[src/rtl/vm_change_dispenser.sv]
// ---------------------------------------------------------------------------
// vm_change_dispenser
//
// Change-payout controller. Accepts a change request (in Rs.5 units) and
// pays it out one coin at a time from the Rs.10 and Rs.5 tubes. Each coin is
// driven as a timed solenoid pulse followed by a mandatory low gap. The block
// tracks tube inventory from customer deposits and reports completion,
// flagging shortage when the tubes cannot cover the request.
//
// Optional feature macro: VM_CHANGE_PRECHECK_EN
//   When defined, an extra CHECK cycle after accept decides up front whether
//   the current inventory can pay the whole request. If it cannot, nothing is
//   ejected and the request completes immediately with short=1.
//   When undefined, payout is greedy and partial: pay what the tubes allow,
//   then finish with short=1 if anything is still owed.
//
// Parameters:
//   PULSE_CYC  eject pulse width in cycles (>=1)
//   GAP_CYC    low time after each pulse in cycles (>=1)
//   TUBE_MAX   tube capacity in coins (<=31)
//
// Ports:
//   clk         system clock, rising edge
//   rst         synchronous active-high reset
//   req_valid   change request present
//   req_units   change owed, in Rs.5 units
//   req_ready   high only when idle (request is accepted on that edge)
//   dep_5       1-cycle pulse: coin routed into the Rs.5 tube
//   dep_10      1-cycle pulse: coin routed into the Rs.10 tube
//   eject_5     Rs.5 solenoid drive
//   eject_10    Rs.10 solenoid drive
//   busy        high whenever not idle
//   done        1-cycle completion pulse
//   short       valid with done: request not fully paid
//   paid_units  units paid for the current/last request
//   cnt_5       Rs.5 tube inventory
//   cnt_10      Rs.10 tube inventory
// ---------------------------------------------------------------------------
module vm_change_dispenser #(
    parameter int PULSE_CYC = 4,
    parameter int GAP_CYC   = 2,
    parameter int TUBE_MAX  = 31
) (
    input  logic       clk,
    input  logic       rst,
    input  logic       req_valid,
    input  logic [7:0] req_units,
    output logic       req_ready,
    input  logic       dep_5,
    input  logic       dep_10,
    output logic       eject_5,
    output logic       eject_10,
    output logic       busy,
    output logic       done,
    output logic       short,
    output logic [7:0] paid_units,
    output logic [4:0] cnt_5,
    output logic [4:0] cnt_10
);

    typedef enum logic [2:0] {
        IDLE,
        CHECK,
        SEL,
        PULSE,
        GAP,
        DONE
    } state_t;

    // Timers load "width - 1" and count down to zero.
    localparam logic [7:0] PULSE_LAST = 8'(PULSE_CYC - 1);
    localparam logic [7:0] GAP_LAST   = 8'(GAP_CYC - 1);
    localparam logic [4:0] TUBE_FULL  = 5'(TUBE_MAX);

    state_t     state;
    logic [7:0] rem;
    logic [7:0] timer;

    logic       pick_10;
    logic       pick_5;
    logic [7:0] pick_units;

    assign req_ready = (state == IDLE);
    assign busy      = (state != IDLE);

    // Coin selection for the current SEL cycle: prefer Rs.10 whenever at
    // least two units are owed, otherwise fall back to Rs.5.
    // NOTE: every signal written in always_comb gets a default first, so no
    // path leaves it unassigned and no latch is inferred.
    always_comb begin
        pick_10    = 1'b0;
        pick_5     = 1'b0;
        pick_units = 8'd0;
        if (state == SEL) begin
            if (rem >= 8'd2 && cnt_10 != 5'd0) begin
                pick_10    = 1'b1;
                pick_units = 8'd2;
            end else if (rem != 8'd0 && cnt_5 != 5'd0) begin
                pick_5     = 1'b1;
                pick_units = 8'd1;
            end
        end
    end

    // Tube update: a deposit and a same-cycle eject cancel out; a lone
    // deposit into a full tube is dropped.
    function automatic logic [4:0] tube_next(input logic [4:0] cnt,
                                             input logic       dep,
                                             input logic       dec);
        logic [4:0] nxt;
        nxt = cnt;
        if (dec && !dep) begin
            nxt = cnt - 5'd1;
        end else if (!dec && dep && cnt < TUBE_FULL) begin
            nxt = cnt + 5'd1;
        end
        return nxt;
    endfunction

`ifdef VM_CHANGE_PRECHECK_EN
    // Best-case payout: use as many Rs.10 coins as fit, then the remainder
    // must be covered by Rs.5 coins.
    logic [7:0] half_rem;
    logic [7:0] tens_used;
    logic [7:0] need_5;
    logic       payable;

    always_comb begin
        half_rem  = rem >> 1;
        tens_used = ({3'b000, cnt_10} < half_rem) ? {3'b000, cnt_10} : half_rem;
        need_5    = rem - (tens_used << 1);
        payable   = (need_5 <= {3'b000, cnt_5});
    end
`endif

    // NOTE: sequential state uses non-blocking assignments so every register
    // samples pre-edge values regardless of statement order.
    always_ff @(posedge clk) begin
        if (rst) begin
            state      <= IDLE;
            rem        <= 8'd0;
            timer      <= 8'd0;
            paid_units <= 8'd0;
            cnt_5      <= 5'd0;
            cnt_10     <= 5'd0;
            eject_5    <= 1'b0;
            eject_10   <= 1'b0;
            done       <= 1'b0;
            short      <= 1'b0;
        end else begin
            // Deposits are counted in every state.
            cnt_5  <= tube_next(cnt_5, dep_5, pick_5);
            cnt_10 <= tube_next(cnt_10, dep_10, pick_10);
            done   <= 1'b0;
            short  <= 1'b0;

            case (state)
                IDLE: begin
                    if (req_valid) begin
                        rem        <= req_units;
                        paid_units <= 8'd0;
`ifdef VM_CHANGE_PRECHECK_EN
                        state      <= CHECK;
`else
                        state      <= SEL;
`endif
                    end
                end

`ifdef VM_CHANGE_PRECHECK_EN
                CHECK: begin
                    if (payable) begin
                        state <= SEL;
                    end else begin
                        state <= DONE;
                        done  <= 1'b1;
                        short <= (rem != 8'd0);
                    end
                end
`endif

                SEL: begin
                    if (pick_10 || pick_5) begin
                        state      <= PULSE;
                        timer      <= PULSE_LAST;
                        eject_10   <= pick_10;
                        eject_5    <= pick_5;
                        rem        <= rem - pick_units;
                        paid_units <= paid_units + pick_units;
                    end else begin
                        state <= DONE;
                        done  <= 1'b1;
                        short <= (rem != 8'd0);
                    end
                end

                PULSE: begin
                    if (timer == 8'd0) begin
                        eject_10 <= 1'b0;
                        eject_5  <= 1'b0;
                        timer    <= GAP_LAST;
                        state    <= GAP;
                    end else begin
                        timer <= timer - 8'd1;
                    end
                end

                GAP: begin
                    if (timer == 8'd0) begin
                        state <= SEL;
                    end else begin
                        timer <= timer - 8'd1;
                    end
                end

                DONE: begin
                    state <= IDLE;
                end

                default: begin
                    state <= IDLE;
                end
            endcase
        end
    end

endmodule

[config.mk]
export PLATFORM = sky130hd
export DESIGN_NAME = vm_change_dispenser
export DESIGN_NICKNAME = d
export VERILOG_FILES = /design/src/rtl/vm_change_dispenser.sv
export SDC_FILE = /design/constraint.sdc
export NUM_CORES = 1
export LEC_CHECK = 0
export ABC_AREA = 1
export CORE_ASPECT_RATIO = 0.6
export CORE_MARGIN = 4
export CORE_UTILIZATION = 49
export DETAILED_ROUTE_END_ITERATION = 8
export PLACE_DENSITY = 0.83
export SETUP_SLACK_MARGIN = 0.5
export SLEW_MARGIN = 20
export SYNTH_ARGS = -nofsm -noshare
export SYNTH_HDL_FRONTEND = slang
export SYNTH_SLANG_ARGS = --single-unit
[constraint.sdc]
create_clock -name clk -period 2.2 [get_ports clk]
set_input_delay 0.44 -clock clk [delete_from_list [all_inputs] [get_ports clk]]
set_output_delay 0.44 -clock clk [all_outputs]
set_load 0.01 [all_outputs]
-- Yosys cells after proc, flatten, opt, wreduce, memory -nomap -nowiden
Index checks and enable logic that the tools add are counted.
- word-level logic and storage cells: 92
- output and inout port bits: 24
- bits in registers: 41
- input port bits: 13
- equal/unequal tests: 8
- $add $sub $neg: 7
- magnitude comparators: 3
- multiplexer cells: 33
- bitwise logic cells: 1
- reduce and logical (&&, ||, !) cells: 30
- operator list (operator ; number):
    two-way mux 8 bit ; 7
    case mux 8 bit (2 select lines) ; 2
    case mux 8 bit (3 select lines) ; 1
    two-way mux 5 bit ; 4
    two-way mux 3 bit ; 4
    case mux 3 bit (4 select lines) ; 1
    AND reduction 3 bit ; 4
    adder 5 x 1 -> 5 bit, second input constant ; 2
    < comparator 5 bit, second input constant ; 2
    two-way mux 1 bit ; 10
    nonzero test 5 bit ; 2
    subtractor 5 x 1 -> 5 bit, second input constant ; 2
    adder 8 bit ; 1
    greater-or-equal comparator 8 x 2 -> 1 bit, second input constant ; 1
    logical AND 1 bit ; 8
    logical NOT 8 bit ; 1
    != test 2 bit, second input constant ; 4
    nonzero test 2 bit ; 4
    nonzero test 8 bit ; 1
    subtractor 8 x 1 -> 8 bit, second input constant ; 1
    subtractor 8 bit ; 1
    == test 3 x 2 -> 1 bit, second input constant ; 2
    nonzero test 3 bit ; 2
    logical NOT 1 bit ; 4
    9 further kinds ; 11

-- Depth between registers and ports, before layout
- word-level depth: 10
- gate-level depth with buffers: 17
- mapped depth without buffers: 17

-- Worst setup path before layout
OpenSTA, ideal clock, no wires.
- path kind: flip-flop to flip-flop
- start: register rem[5]
- end: register rem[6]
- setup time: 0.074 ns
- arrival time: 2.085 ns
- clock period less this slack: 2.159 ns
- cell stages (with the launch flop): 14
- setup slack: 0.041 ns
- required time: 2.126 ns
- path buffers: 0
- cell sequence: dfxtp_1 nor2_1 nand2_1 o21ai_4 nand3_1 inv_1 ha_1 inv_1 fa_1 inv_1 nand3_1 o21ai_0 nand3_1 a31oi_1
- cells in the longest elaborated chain, start to end: 8
- elaborated cells on any way between the ends: 18
- classes of those cells: 1 x add/sub; 1 x order compare; 1 x eq/ne; 10 x mux; 5 x reduce/logical
- ends and longest elaborated chain (what ; RTL line ; text):
    start, declared ; 76 ; logic [7:0] rem;
    start signal, assigned ; 160 ; rem <= req_units;
    start signal, assigned ; 188 ; rem <= rem - pick_units;
    branches (longest 8 deep; another with greater-or-equal comparator 8 x 2 -> 1 bit) ; - ;
Several ways; the timed one is not identified. The select of a mux whose other input is x is not followed.
A chain may end at the register's enable or synchronous reset.

-- Worst setup path in the final report
- start: register rem[5]
- end: register cnt_5[4]
- cells in the longest elaborated chain, start to end: 9
- elaborated cells on any way between the ends: 13
- classes of those cells: 1 x order compare; 4 x mux; 8 x reduce/logical
- ends and longest elaborated chain (what ; RTL line ; text):
    branches (longest 3 deep; another with greater-or-equal comparator 8 x 2 -> 1 bit) ; - ;
    two-way mux 1 bit (*) ; 95 ; if (rem >= 8'd2 && cnt_10 != 5'd0) begin
    two-way mux 1 bit (*) ; 94 ; if (state == SEL) begin
    logical NOT 1 bit ; 114 ; end else if (!dec && dep && cnt < TUBE_FULL) begin
    logical AND 1 bit (2 in a row) ; 114 ;
    nonzero test 2 bit (no source line) ; - ;
    end signal, assigned ; 152 ; cnt_5 <= tube_next(cnt_5, dep_5, pick_5);
    end, declared ; 57 ; output logic [4:0] cnt_5,
Every way passes the cells marked *.

==> summary.txt <==
Worst setup path
  • Crit path buffers/inverters: 2
  • Crit end category: flip-flop
  • Crit path max-delay family: simple AND/OR/NAND/NOR gates
  • Most used cell, CP: nand2_1
  • Worst R2R Start: rem[5]$_SDFFE_PP0P_
  • Worst Setup SP: rem[5]$_SDFFE_PP0P_
  • Slowest cell on crit path: fa_2
  • Max incr delay on CP: 0.38 ns
  • CP Max Fanout: 3
  • Worst path cell trace: nor2_4, nand2_4, o21ai_4, buf_6, nand4_4, fa_2, inv_2, a21oi_2, o21bai_1, nand4_1, nand3_2, nand2_1, nand2_1, nor2_2
  • Worst R2R Setup Slack: -0.09 ns
  • Reg2reg end: cnt_5[4]$_SDFFE_PP0P_
  • Setup CP Type: reg2reg
  • Crit path launch type: flip-flop
  • FF-to-FF path depth: 14
  • CP arrival: about 2.5 ns
  • Crit path required time: 2.41 ns

Min path
  • Worst hold path class: reg2reg
  • Cells on Worst Hold Path: 2
  • Hold_sp: paid_units[4]$_SDFFE_PP0P_
  • WHS Endpoint: paid_units[4]$_SDFFE_PP0P_

Synth
  • Asr flop ratio synth: 0%
  • Mean Syn Cell Area: between 6 and 7 um^2
  • Adder-cell share of the synthesized area: 8.33%
  • Synth Area in Compound Gates: 15.7%
  • Yosys cell types: 37
  • Register area share after synthesis: around a third
  • Post-Syn Instances: around 370
  • Largest family of logic cells by synthesized area: simple AND/OR/NAND/NOR gates
  • Synth Area in XOR/XNOR: 4.02%
  • Ys flop type: dfxtp_1
  • Number of enable flip-flop cells after synthesis: 0
  • Post-synth net total: 402
  • Synth Warn #: 0
  • FF+latch count, synth: 41
  • Simple logic cell fraction of the synthesized area: 31.2%
  • Syn Std Cell Area: 0.00261 mm^2
  • Mux contribution to synthesized area: 0%

Floorplan
  • Die Wd: 102 um
  • Die Ht: 64.6 um
  • # rows: 20
  • Die ar.: 0.00660 mm^2
  • Core Area: between 0.005 and 0.006 mm^2
  • Number of I/O pins: 37
  • Initial Utilization: between 50% and 60%

Global route
  • Initial antenna violation count: 0
  • First-pass GRT wire length: 13.4 mm
  • Congestion Overflow GR: 0
  • Aggregate global-route resource usage: 25.5%
  • Largest net degree at the start of global routing: 25
  • Vias in the first global route: 2,920

Drt
  • Detailed Routing Iterations Pass 1: 5
  • Routed vias/inst: 5.63
  • DR WL/cell: 16.6 um
  • Residual DRC: 0
  • 1st-iter DRT viols: roughly 230
  • Final ANT Viol Nets: 0
  • Routed via count: 2,996
  • Total Wirelength: 8.82 mm

Finish
  • Area Growth Syn to Fin: 55.3%
  • Fin cells: around 530
  • Most common cell after layout, fill and taps aside: nand2_1
  • Fillers: around 330
  • Share of cells above drive strength 1: 37.6%
  • Final nets: 493
  • Most frequent cells in the layout: nand2_1, buf_4, inv_1
  • # diodes: 0

Placed design
  • Port Buffers: 36
  • Detail Placement HPWL: roughly 5 mm
  • Cell Count Post-Placement: 481
  • Placer congestion estimate: 0.874
  • Setup WS pre-CTS: -0.103 ns

STA
  • Slew Viols, Final: 0
  • Clock Skew: 0.00875 ns
  • Final WS setup: -0.0929 ns
  • Worst Tran Pin Value: 0.490 ns
  • Part of the cycle the worst path needs: 104%
  • Slew margin rel.: between 60 and 70%
  • Setup TNS: -0.258 ns
  • RSZ-0062 raised after global routing: yes
  • Peak Freq: around 440 MHz
  • Minimum clock period: 2.29 ns
  • Final hold vios: 0
  • Setup Viol. Count Final: 7

Outcome
  • Status: finished with violations
  • Failing checks: setup timing

Power and ir drop
  • Int Power: slightly above 0.003 W
  • Combinational share of power: around two thirds
  • Reg power frac: a little over a fifth
  • Switching power: approximately 0.0027 W
  • Static Leakage: 1.90 nW
  • Pwr per Cell Area: 1420 mW/mm^2
  • Clock Power Share: 11.5%
  • Peak supply drop: 0.000958 V
  • Sw frac: between 40% and 50%

Run
  • Max_cap viols: 0

CTS
  • Max clock buf depth: 2
  • CTS Buf Count: 5
  • Clock Pin Slew Worst Setup and Hold Paths: ~0.090 ns
  • Clk root buf: clkbuf_8
  • Sinks on Clock Net: 41
  • Worst skew pair latency: 0.30 ns
  • Number of levels in the clock H-tree: 2
  • CTS tree: built
## synthesized netlist by cell type (3+ instances only)
cell type  number  area share [%]
nor2_1         46             6.6
nand3_1        22             4.2
xor2_1         11             3.7
o21ai_1        16             3.1
clkbuf_1        3            0.43
nand2_4         4             1.7
o21ai_0        13             2.5
dfxtp_1        41              31
fa_1            4             3.1
a31oi_1         5             1.2
nand2_2        10             2.4
inv_2           3            0.43
a21oi_1        32             6.1
inv_1          48             6.9
ha_1           11             5.3
nand2_1        70              10
nand4_1         7             1.7
## stage by stage
stage	utilization (%)	hold slack, ns	power (W)	instance area, um^2
after floorplan	-	0.462	0.00292	2730
after global placement	63.1	0.453	0.00354	3220
after detailed placement	63.1	0.458	0.00364	3220
after CTS	74.3	0.474	0.00503	3790
after global routing	79.5	0.503	0.00612	4060
final	79.5	0.466	0.00577	4060
## power by group through the flow
stage               clock (W)  combinational, W  sequential, W
global route         0.000707           0.00415        0.00127
CTS                  0.000665           0.00316        0.00121
floorplan                   0           0.00171        0.00120
global placement            0           0.00235        0.00120
detailed placement          0           0.00243        0.00121
finish               0.000662           0.00387        0.00124
## what timing repair did
item,in CTS,in global routing
setup buffers,32,7
gates resized for setup,67,53
pin swaps,29,24
cloned,2,2
endpoints found under the hold margin,0,0
setup endpoints to repair,41,51
hold buffers,0,0
## state kept, by name, summed over array words and instances (netlist names)
| signal | flops |
|---|---|
| done | 1 |
| rem | 8 |
| cnt_10 | 5 |
| short | 1 |
| eject_10 | 1 |
| paid_units | 8 |
| eject_5 | 1 |
| state | 3 |
| timer | 8 |
| cnt_5 | 5 |
## worst reg2reg max path, delay by kind of cell (launching register included)
kind	cells	cell delay [ns]
AO/OA/AOI/OAI	3	0.39
adder cells (fa/ha/maj)	1	0.38
flip-flops	1	0.37
buffers and inverters	2	0.20
AND/OR/NAND/NOR	8	0.85
## per-layer routing
metal	vias up	part of all wire (%)	track usage, %
li1	1404	-	-
met1	1393	41	30.6
met2	154	48	43.4
met3	45	7.3	6.45
met4	0	4.0	10.5
met5	-	0	0
## cells by family after synthesis
family,Yosys count
compound gates,73
flops,41
xor+xnor,12
buf+inv,60
simple gates,173
fa+ha+maj,15
## cell type report
cell class | count | area (um^2) | area share (%)
Timing Repair inverter | 1 | 6.26 | 0.154
Timing Repair Buffer | 87 | 788 | 19.4
Clock inverter | 2 | 37.5 | 0.925
Sequential cell | 41 | 873 | 21.5
Inverter | 53 | 224 | 5.52
Tap cell | 66 | 82.6 | 2.04
Clock buffer | 6 | 82.6 | 2.04
Multi-Input combinational cell | 276 | 1960 | 48.4
## how the worst max path moves through the flow
stage	cells past startpoint	to
finish	14	cnt_5[4]$_SDFFE_PP0P_
global route	14	cnt_5[4]$_SDFFE_PP0P_
CTS	15	cnt_5[4]$_SDFFE_PP0P_
detailed placement	12	cnt_10[4]$_SDFFE_PP0P_
global placement	12	cnt_5[4]$_SDFFE_PP0P_
floorplan	13	rem[6]$_SDFFE_PP0P_
Note: power is estimated with default switching activity, not from simulation.
